## config.mk

```make
export PLATFORM = sky130hd
export DESIGN_NAME = stc0_stream_ctrl
export DESIGN_NICKNAME = d
export VERILOG_FILES = /design/src/rtl/stc0_stream_ctrl.sv
export SDC_FILE = /design/constraint.sdc
export NUM_CORES = 1
export LEC_CHECK = 0
export CAP_MARGIN = 25
export CORE_ASPECT_RATIO = 1.2
export CORE_MARGIN = 5
export CORE_UTILIZATION = 49
export DETAILED_ROUTE_END_ITERATION = 12
export PLACE_DENSITY = 0.76
export SLEW_MARGIN = 30
export SYNTH_ARGS = -nofsm -noshare
export SYNTH_HDL_FRONTEND = slang
export SYNTH_SLANG_ARGS = --single-unit
```

## constraint.sdc

```tcl
create_clock -name wb_clk_i -period 4.1 [get_ports wb_clk_i]
set_clock_uncertainty 0.2 [all_clocks]
set_input_delay 0.615 -clock wb_clk_i [delete_from_list [all_inputs] [get_ports wb_clk_i]]
set_output_delay 0.615 -clock wb_clk_i [all_outputs]
set_load 0.01 [all_outputs]
```

## src/rtl/stc0_stream_ctrl.sv

```systemverilog
// Wishbone-controlled byte-stream sequencer for stc0_core: paced TX FIFO toward ID/IValid, RX FIFO from ED/EValid.
// Optional feature: define STC0_STREAM_LOOPBACK_EN to implement CTRL[4] LOOPBACK (SEND bytes go to RX instead of the core).
module stc0_stream_ctrl #(
    parameter logic [31:0] BASE_ADDR  = 32'h3000_0000,
    parameter int          FIFO_DEPTH = 8
) (
    input  logic        wb_clk_i,
    input  logic        wb_rst_i,
    input  logic        wbs_cyc_i,
    input  logic        wbs_stb_i,
    input  logic        wbs_we_i,
    input  logic [3:0]  wbs_sel_i,
    input  logic [31:0] wbs_adr_i,
    input  logic [31:0] wbs_dat_i,
    output logic [31:0] wbs_dat_o,
    output logic        wbs_ack_o,
    output logic        core_arstb_o,
    output logic [7:0]  core_id_o,
    output logic        core_ivalid_o,
    input  logic [7:0]  core_ed_i,
    input  logic        core_evalid_i,
    output logic        irq_o
);
    localparam int         AW      = (FIFO_DEPTH > 1) ? $clog2(FIFO_DEPTH) : 1;
    localparam logic [4:0] DEPTH_C = 5'(FIFO_DEPTH);

    typedef enum logic [1:0] {ST_IDLE, ST_SEND, ST_WAIT} state_t;

    logic          ack_reg;
    logic [31:0]   dat_reg;
    logic          enable_reg, run_reg, irq_en_reg;
    logic [7:0]    gap_reg;
    logic          tx_ovf_reg, rx_ovf_reg, irq_reg;
    logic          ivalid_reg;
    logic [7:0]    id_reg;
    state_t        state_reg;
    logic [7:0]    cnt_reg;

    logic [7:0]    tx_mem [FIFO_DEPTH];
    logic [AW-1:0] tx_wr_ptr_reg, tx_rd_ptr_reg;
    logic [4:0]    tx_count_reg;
    logic [7:0]    rx_mem [FIFO_DEPTH];
    logic [AW-1:0] rx_wr_ptr_reg, rx_rd_ptr_reg;
    logic [4:0]    rx_count_reg;

    logic        hit, req, wr, rd;
    logic [7:0]  off;
    logic        ctrl_wr, flush, status_w1c, tx_wr, rx_rd, gap_wr;
    logic        tx_empty, tx_full, rx_empty, rx_full;
    logic        run_ok, eligible, busy;
    logic        tx_pop, tx_push, tx_drop;
    logic        rx_in_valid, rx_push, rx_pop, rx_drop;
    logic [7:0]  rx_in_data;
    logic        lb_bit;
    logic [31:0] rdata;

    assign hit  = (wbs_adr_i[31:8] == BASE_ADDR[31:8]);
    assign off  = wbs_adr_i[7:0];
    // A new request is only taken while the previous ack is low, so each access acks exactly once.
    assign req  = wbs_cyc_i & wbs_stb_i & hit & ~ack_reg;
    assign wr   = req & wbs_we_i;
    assign rd   = req & ~wbs_we_i;

    assign ctrl_wr    = wr & (off == 8'h00) & wbs_sel_i[0];
    assign flush      = ctrl_wr & wbs_dat_i[3];
    assign status_w1c = wr & (off == 8'h04) & wbs_sel_i[3];
    assign tx_wr      = wr & (off == 8'h08) & wbs_sel_i[0];
    assign rx_rd      = rd & (off == 8'h0C);
    assign gap_wr     = wr & (off == 8'h10) & wbs_sel_i[0];

    assign tx_empty = (tx_count_reg == 5'd0);
    assign tx_full  = (tx_count_reg == DEPTH_C);
    assign rx_empty = (rx_count_reg == 5'd0);
    assign rx_full  = (rx_count_reg == DEPTH_C);

    assign run_ok   = enable_reg & run_reg;
    assign eligible = run_ok & ~tx_empty;
    assign busy     = (state_reg != ST_IDLE);

    always_comb begin
        tx_pop = 1'b0;
        case (state_reg)
            ST_IDLE: tx_pop = eligible;
            ST_SEND: tx_pop = eligible & (gap_reg == 8'd0);
            ST_WAIT: tx_pop = eligible & (cnt_reg == 8'd1);
            default: tx_pop = 1'b0;
        endcase
        if (flush) begin
            tx_pop = 1'b0;
        end
    end

    assign tx_push = tx_wr & ~tx_full & ~flush;
    assign tx_drop = tx_wr & tx_full;

`ifdef STC0_STREAM_LOOPBACK_EN
    logic loopback_reg;
    assign lb_bit      = loopback_reg;
    // In loopback the byte presented during SEND is captured instead of the core's egress.
    assign rx_in_valid = loopback_reg ? (state_reg == ST_SEND) : (run_reg & core_evalid_i);
    assign rx_in_data  = loopback_reg ? id_reg : core_ed_i;
`else
    assign lb_bit      = 1'b0;
    assign rx_in_valid = run_reg & core_evalid_i;
    assign rx_in_data  = core_ed_i;
`endif

    assign rx_push = rx_in_valid & ~rx_full & ~flush;
    assign rx_drop = rx_in_valid & rx_full;
    assign rx_pop  = rx_rd & ~rx_empty & ~flush;

    always_comb begin
        rdata = 32'd0;
        case (off)
            8'h00: rdata = {27'd0, lb_bit, 1'b0, irq_en_reg, run_reg, enable_reg};
            8'h04: rdata = {5'd0, busy, rx_ovf_reg, tx_ovf_reg, 6'd0, rx_empty, tx_full,
                            3'd0, rx_count_reg, 3'd0, tx_count_reg};
            8'h0C: rdata = rx_empty ? 32'd0 : {23'd0, 1'b1, rx_mem[rx_rd_ptr_reg]};
            8'h10: rdata = {24'd0, gap_reg};
            default: rdata = 32'd0;
        endcase
    end

    // FIFO storage carries no reset so it maps onto plain RAM.
    always_ff @(posedge wb_clk_i) begin
        if (tx_push) begin
            tx_mem[tx_wr_ptr_reg] <= wbs_dat_i[7:0];
        end
        if (rx_push) begin
            rx_mem[rx_wr_ptr_reg] <= rx_in_data;
        end
    end

    always_ff @(posedge wb_clk_i) begin
        if (wb_rst_i) begin
            ack_reg       <= 1'b0;
            dat_reg       <= 32'd0;
            enable_reg    <= 1'b0;
            run_reg       <= 1'b0;
            irq_en_reg    <= 1'b0;
            gap_reg       <= 8'd0;
            tx_ovf_reg    <= 1'b0;
            rx_ovf_reg    <= 1'b0;
            irq_reg       <= 1'b0;
            ivalid_reg    <= 1'b0;
            id_reg        <= 8'd0;
            state_reg     <= ST_IDLE;
            cnt_reg       <= 8'd0;
            tx_wr_ptr_reg <= '0;
            tx_rd_ptr_reg <= '0;
            tx_count_reg  <= 5'd0;
            rx_wr_ptr_reg <= '0;
            rx_rd_ptr_reg <= '0;
            rx_count_reg  <= 5'd0;
`ifdef STC0_STREAM_LOOPBACK_EN
            loopback_reg  <= 1'b0;
`endif
        end else begin
            ack_reg <= req;
            dat_reg <= rd ? rdata : 32'd0;

            if (ctrl_wr) begin
                enable_reg <= wbs_dat_i[0];
                run_reg    <= wbs_dat_i[1];
                irq_en_reg <= wbs_dat_i[2];
`ifdef STC0_STREAM_LOOPBACK_EN
                loopback_reg <= wbs_dat_i[4];
`endif
            end
            if (gap_wr) begin
                gap_reg <= wbs_dat_i[7:0];
            end

            // A fresh overflow wins over a simultaneous clear so no drop goes unreported.
            if (tx_drop) begin
                tx_ovf_reg <= 1'b1;
            end else if (status_w1c && wbs_dat_i[24]) begin
                tx_ovf_reg <= 1'b0;
            end
            if (rx_drop) begin
                rx_ovf_reg <= 1'b1;
            end else if (status_w1c && wbs_dat_i[25]) begin
                rx_ovf_reg <= 1'b0;
            end

            irq_reg <= irq_en_reg & ~rx_empty;

            if (flush) begin
                tx_wr_ptr_reg <= '0;
                tx_rd_ptr_reg <= '0;
                tx_count_reg  <= 5'd0;
                rx_wr_ptr_reg <= '0;
                rx_rd_ptr_reg <= '0;
                rx_count_reg  <= 5'd0;
            end else begin
                if (tx_push) tx_wr_ptr_reg <= tx_wr_ptr_reg + 1'b1;
                if (tx_pop)  tx_rd_ptr_reg <= tx_rd_ptr_reg + 1'b1;
                case ({tx_push, tx_pop})
                    2'b10:   tx_count_reg <= tx_count_reg + 5'd1;
                    2'b01:   tx_count_reg <= tx_count_reg - 5'd1;
                    default: tx_count_reg <= tx_count_reg;
                endcase
                if (rx_push) rx_wr_ptr_reg <= rx_wr_ptr_reg + 1'b1;
                if (rx_pop)  rx_rd_ptr_reg <= rx_rd_ptr_reg + 1'b1;
                case ({rx_push, rx_pop})
                    2'b10:   rx_count_reg <= rx_count_reg + 5'd1;
                    2'b01:   rx_count_reg <= rx_count_reg - 5'd1;
                    default: rx_count_reg <= rx_count_reg;
                endcase
            end

            if (tx_pop) begin
                id_reg <= tx_mem[tx_rd_ptr_reg];
            end
            ivalid_reg <= tx_pop & ~lb_bit;

            if (flush) begin
                state_reg <= ST_IDLE;
            end else begin
                case (state_reg)
                    ST_IDLE: begin
                        if (tx_pop) state_reg <= ST_SEND;
                    end
                    ST_SEND: begin
                        if (tx_pop) begin
                            state_reg <= ST_SEND;
                        end else if ((gap_reg != 8'd0) && run_ok) begin
                            cnt_reg   <= gap_reg;
                            state_reg <= ST_WAIT;
                        end else begin
                            state_reg <= ST_IDLE;
                        end
                    end
                    ST_WAIT: begin
                        if (!run_ok) begin
                            state_reg <= ST_IDLE;
                        end else if (cnt_reg == 8'd1) begin
                            state_reg <= tx_pop ? ST_SEND : ST_IDLE;
                        end else begin
                            cnt_reg <= cnt_reg - 8'd1;
                        end
                    end
                    default: state_reg <= ST_IDLE;
                endcase
            end
        end
    end

    assign wbs_ack_o     = ack_reg;
    assign wbs_dat_o     = dat_reg;
    assign core_arstb_o  = run_reg;
    assign core_id_o     = id_reg;
    assign core_ivalid_o = ivalid_reg;
    assign irq_o         = irq_reg;

    logic unused_bits;
    assign unused_bits = ^{wbs_sel_i[2:1], wbs_dat_i[31:26], wbs_dat_i[23:8]};

endmodule

```

# Word-level counts from Yosys, hierarchy flattened
# Memory sizes are Yosys's and may differ from the RTL's. A register that Yosys moved wholly into a read port is not among the register bits.
# Cells that the tools add are included.
[totals] ram_bits=128 mem_count=2 reg_bits=80 output_inout_bits=44
[classes] addsub=9 muxes=28 reduce_logical=19 n_eq_ne=20 n_bitwise=37
[memory_table] name="rx_mem" depth=8 width=8 rd=1 rd_ports_with_merged_regs=1 write_ports=1 line_no="42" source="logic [7:0] rx_mem [FIFO_DEPTH];"
[memory_table] name="tx_mem" depth=8 width=8 rd=1 rd_ports_with_merged_regs=1 write_ports=1 line_no="39" source="logic [7:0] tx_mem [FIFO_DEPTH];"
[ops] operator="$pmux 27 s4" n=1
[ops] operator="$mux 8" n=4
[ops] operator="$and 1x1->1" n=29
[ops] operator="$eq 24x22->1 const B" n=1
[ops] operator="$pmux 5 s2" n=2
[ops] operator="$eq 8x4->1 const B" n=2
[ops] operator="$logic_not 8->1" n=2
[ops] operator="$pmux 8 s2" n=1
[ops] operator="$add 3x1->3 const B" n=4
[ops] operator="$reduce_bool 2->1" n=6
[ops] operator="$add 5x1->5 const B" n=2
[ops] operator="$eq 5x4->1 const B" n=2
[ops] operator="$logic_not 5->1" n=2
[ops] operator="$mux 1" n=10
[ops] operator="$mux 2" n=5
[ops] operator="$ne 2x2->1 const B" n=5
[ops] operator="$sub 5x1->5 const B" n=2
[ops] operator="$mux 9" n=1
[ops] operator="$eq 8x1->1 const B" n=1
[ops] operator="$eq 8x3->1 const B" n=1
[ops] operator="$eq 8x5->1 const B" n=1
[ops] operator="$not 1->1" n=8
[ops] operator="$reduce_bool 8->1" n=1
[ops] operator="$sub 8x1->8 const B" n=1
[ops] operator="other kinds (11)" n=19

# Logic depth before layout (Yosys ltp)
[logic_depth] depth_word=12 depth_mapped=14

# Worst setup path before layout
# OpenSTA, ideal clock, no wires.
[synth_path] path_kind="input -> register" startpoint="input wbs_adr_i[18]" endpoint="register rx_count_reg[3]" n_path_buf=2 path_stages=12 arrival_ns=4.024 path_slack_ns=-0.194 setup_time_ns=0.070 cell_sequence="or4_1 > or3_1 > buf_2 > or4_4 > buf_6 > nand2_1 > ha_1 > or3b_2 > a21boi_0 > nor3_1 > or3b_2 > a21oi_1"
[synth_between] elab_chain_len=11 elab_cells_between_ends=18 cone_classes="eq/ne: 3; mux: 1; bitwise: 12; reduce/logical: 2"
[synth_rtl] item="from (decl)" line_no="13" source="input logic [31:0] wbs_adr_i,"
[synth_rtl] item="$eq 24x22->1 (*)" line_no="57" source="assign hit = (wbs_adr_i[31:8] == BASE_ADDR[31:8]);"
[synth_rtl] item="$and 1x1->1 (*) (2 in a row)" line_no="60" source="assign req = wbs_cyc_i & wbs_stb_i & hit & ~ack_reg;"
[synth_rtl] item="$and 1x1->1" line_no="61" source="assign wr = req & wbs_we_i;"
[synth_rtl] item="$and 1x1->1 (2 in a row)" line_no="64" source="assign ctrl_wr = wr & (off == 8'h00) & wbs_sel_i[0];"
[synth_rtl] item="$and 1x1->1" line_no="65" source="assign flush = ctrl_wr & wbs_dat_i[3];"
[synth_rtl] item="$not 1->1" line_no="108, 110"
[synth_rtl] item="$and 1x1->1 (on tied branches)" line_no="110, 108"
[synth_rtl] item="$eq 2x1->1 or $eq 2x2->1 (tied branches)" line_no="205" source="case ({rx_push, rx_pop})"
[synth_rtl] item="$pmux 5 s2 or $reduce_bool 2->1 (tied branches)"
[synth_rtl] item="to (signal assigned)" line_no="206" source="2'b10: rx_count_reg <= rx_count_reg + 5'd1;"
[synth_rtl] item="to (signal assigned)" line_no="207" source="2'b01: rx_count_reg <= rx_count_reg - 5'd1;"
[synth_rtl] item="to (signal assigned)" line_no="208" source="default: rx_count_reg <= rx_count_reg;"
[synth_rtl] item="to (decl)" line_no="44" source="logic [4:0] rx_count_reg;"
# Mark *: on every way between the ends. The rest lies on a longest branch, timed or not.
# A chain may end at the register's enable or synchronous reset.

# Worst setup path after layout
[layout_path] startpoint="input wbs_adr_i[18]" endpoint="register rx_count_reg[4]"
# Same word-level chain as after synthesis.

==> metrics <==
run status=complete, no violations; postcts setup bufs=0; DRT Pass-1 Iters=5; Tmin final=between 3 and 4 ns; Placed Instance Area=a little over 0.01 mm^2; core footprint=~0.018 mm^2; Routed WL=~22000 um; Layout Nets=895; CP Launch Type=input pin; overall power=4190 uW; Setup CP Type=input pin to flop; DIE AREA=between 0.02 and 0.025 mm^2; number of fill cells=roughly 1400; Iteration-0 DRC Markers=~430; Reg area=~0.0054 mm^2; top-area cell type share of the netlist area=a little over two fifths; first-pass GRT wire length=between 30000 and 40000 um; Max clock buf depth=3; min-delay worst type=flop to flop; vias per cell=between 6 and 7; synthesis warning total=0; Design Area, Final=0.0110 mm^2; vias in the first global route=6571; max_slew headroom=a little over a third; Initial Util=49.7%; CTS Hold Bufs=0; VDD IR max=~0.00038 V; Arr. time, crit path=around 4.2 ns; Die W=roughly 130 um; dpl hpwl=between 15000 and 20000 um; register area share after synthesis=between 50% and 60%; Crit path largest cell delay=around 0.56 ns; initial antenna violation count=0; Leak=0.00363 uW; Post-synth EDFFs=between 100 and 150; maxcap violations=0; Final Max Tran Viols=0; Cell Area, Synth=~0.009 mm^2; Avg Inst Size Synth=13.3 um^2; Power per Cell Area=380 mW/mm^2; H-Tree Depth=1; Synth Register Bits=205; fmax=around 250 MHz; ys flop type=edfxtp_1; Total GRT Usage=20.6%; critical path's top delay family=simple AND/OR/NAND/NOR gates; fin crit share=96.2%; Syn Inst Count=677; WP buf/inv=1; largest net degree at the start of global routing=25; Fin Hold WS=between 0.2 and 0.3 ns; chip height=158 um; Via Count=approximately 6200; unrepaired setup endpoints after global routing=false; GPL Wtd Cong=0.889; Inserted Clock Buffers=21; Synth area leaders=edfxtp_1, dfxtp_1, mux4_2; share of cells above drive strength 1=between 10% and 20%; Synth area leader=edfxtp_1; row count=54; Port Buffer Count=between 80 and 90; Detail Route Antenna Nets=0; ANT cells=0; CP Cell Sequence=clkdlybuf4s50_1 > or4_1 > or3_4 > or4_4 > nand2_4 > ha_4 > xor2_1 > ha_1 > a211o_1 > a21oi_1 > a221oi_1 > or3_1 > a21oi_1; Sink Count=slightly above 200; Worst Path Required=4.32 ns; Yosys cell types=67; TNS Setup=0 ns; wire length per cell=approximately 21 um; crit-path max FO=6; DRC viols=0; # resized after CTS=0; Register-to-Register Setup Slack=slightly below 0.4 ns; most used cell, CP=a21oi_1; asr flop ratio synth=0%; final hold vios=0; Tightest Pin Transition=between 0.9 and 1 ns; CP max stage cell=or4_4; Area Growth Syn to Fin=22.5%; GRT Residual Overflow=0; # IOs=126; clock latency on the worst-skew pair=between 0.5 and 0.6 ns; Final Setup Violations=0; CTS root buf=clkbuf_16; Multi-input gate area=between 0.003 and 0.004 mm^2; Clock Pin Slew Worst Setup and Hold Paths=approximately 0.06 ns; CTS tree=yes; Worst setup EP type=flop
power by group:
part | internal (uW) | leakage, uW | switching (uW)
logic | 57.6 | 0.00152 | 56.7
registers | 2190 | 0.00177 | 0.000000241
clock network | 1110 | 0.000331 | 777
total | 3360 | 0.00363 | 834
worst paths after layout:
path,cells past startpoint,endpoint,from
worst min register to register,2,tx_ovf_reg$_SDFFE_PP0P_,tx_ovf_reg$_SDFFE_PP0P_
worst max-delay path,13,rx_count_reg[4]$_SDFFE_PP0P_,wbs_adr_i[18]
worst max register to register,12,tx_count_reg[3]$_SDFFE_PP0P_,cnt_reg[1]$_SDFFE_PP0P_
worst min-delay path,2,tx_ovf_reg$_SDFFE_PP0P_,tx_ovf_reg$_SDFFE_PP0P_
placed cells by master (no fill, tap or decap), drive strengths merged, types with 9 or more instances in the layout:
cell,synthesis,routed
clkdlybuf4s50,0,87
o31ai,10,10
nand3,13,13
a211oi,10,10
mux2i,25,25
nor2b,11,11
conb,1,14
nor2,43,43
dfxtp,77,77
a21oi,38,38
edfxtp,128,128
nor3,15,15
clkbuf,23,27
nor4,17,17
a31oi,12,12
mux4,32,32
buf,31,49
nand2,26,26
ha,18,18
or3,9,9
inv,18,20
tightest hold or removal path, stage by stage (launching register included):
cell     delay, ns
dfxtp_1       0.31
o41ai_1       0.05
a21oi_1       0.06
stage by stage:
step / instances / setup WS, ns / util [%]
after global routing: 1034 / 0.0162 / 60.9
after floorplan: 690 / 0.0321 / -
after global placement: 996 / -0.252 / 57.0
after CTS: 1034 / 0.142 / 60.8
after detailed placement: 996 / -0.350 / 57.0
final: 1034 / 0.155 / 60.9
cell usage after synthesis (all sizes together), types with 2 or more instances:
library cell	instances
edfxtp	128
dfxtp	77
nor2	43
a21oi	38
mux4	32
buf	31
nand2	26
mux2i	25
clkbuf	23
ha	18
inv	18
nor4	17
nor3	15
nand3	13
a31oi	12
nor2b	11
a211oi	10
o31ai	10
or3	9
and3	8
mux2	8
o21ai	8
nand2b	7
nand4	6
o311ai	6
xnor2	6
a22oi	5
nand3b	5
nor4b	5
or3b	5
or4	5
a211o	4
a21o	4
xor2	4
a222oi	3
o211ai	3
a21boi	2
a221oi	2
nand4b	2
nor3b	2
o22ai	2
o32ai	2
o41ai	2
metal layers:
layer  vias up  wire (um)  global-route usage, %  part of all wire (%)
met3        50       1380                   3.41                   6.3
met4         0        562                   6.66                   2.6
met2       247      11800                   39.1                    54
met1      3117       7980                   23.7                    37
li1       2829          -                      -                     -
met5         -          0                      0                     0
cell families after synthesis:
logic type,after synthesis,synth area share (%)
other cells,1,0.0417
mux,65,11.8
simple gates,185,11.7
buf+inv,72,3.82
compound gates,121,9.28
fa+ha+maj,18,2.50
flops,205,59.9
xor+xnor,10,0.973
cell type report:
type | count | area share, %
multi-input cells | 413 | 30.5
inverters | 18 | 0.613
clock inverters | 11 | 1.07
flip-flops and latches | 205 | 48.9
well taps | 224 | 2.54
clock buffers | 27 | 5.16
repair buffers | 136 | 11.2
Power figures use the tool's default switching activity.
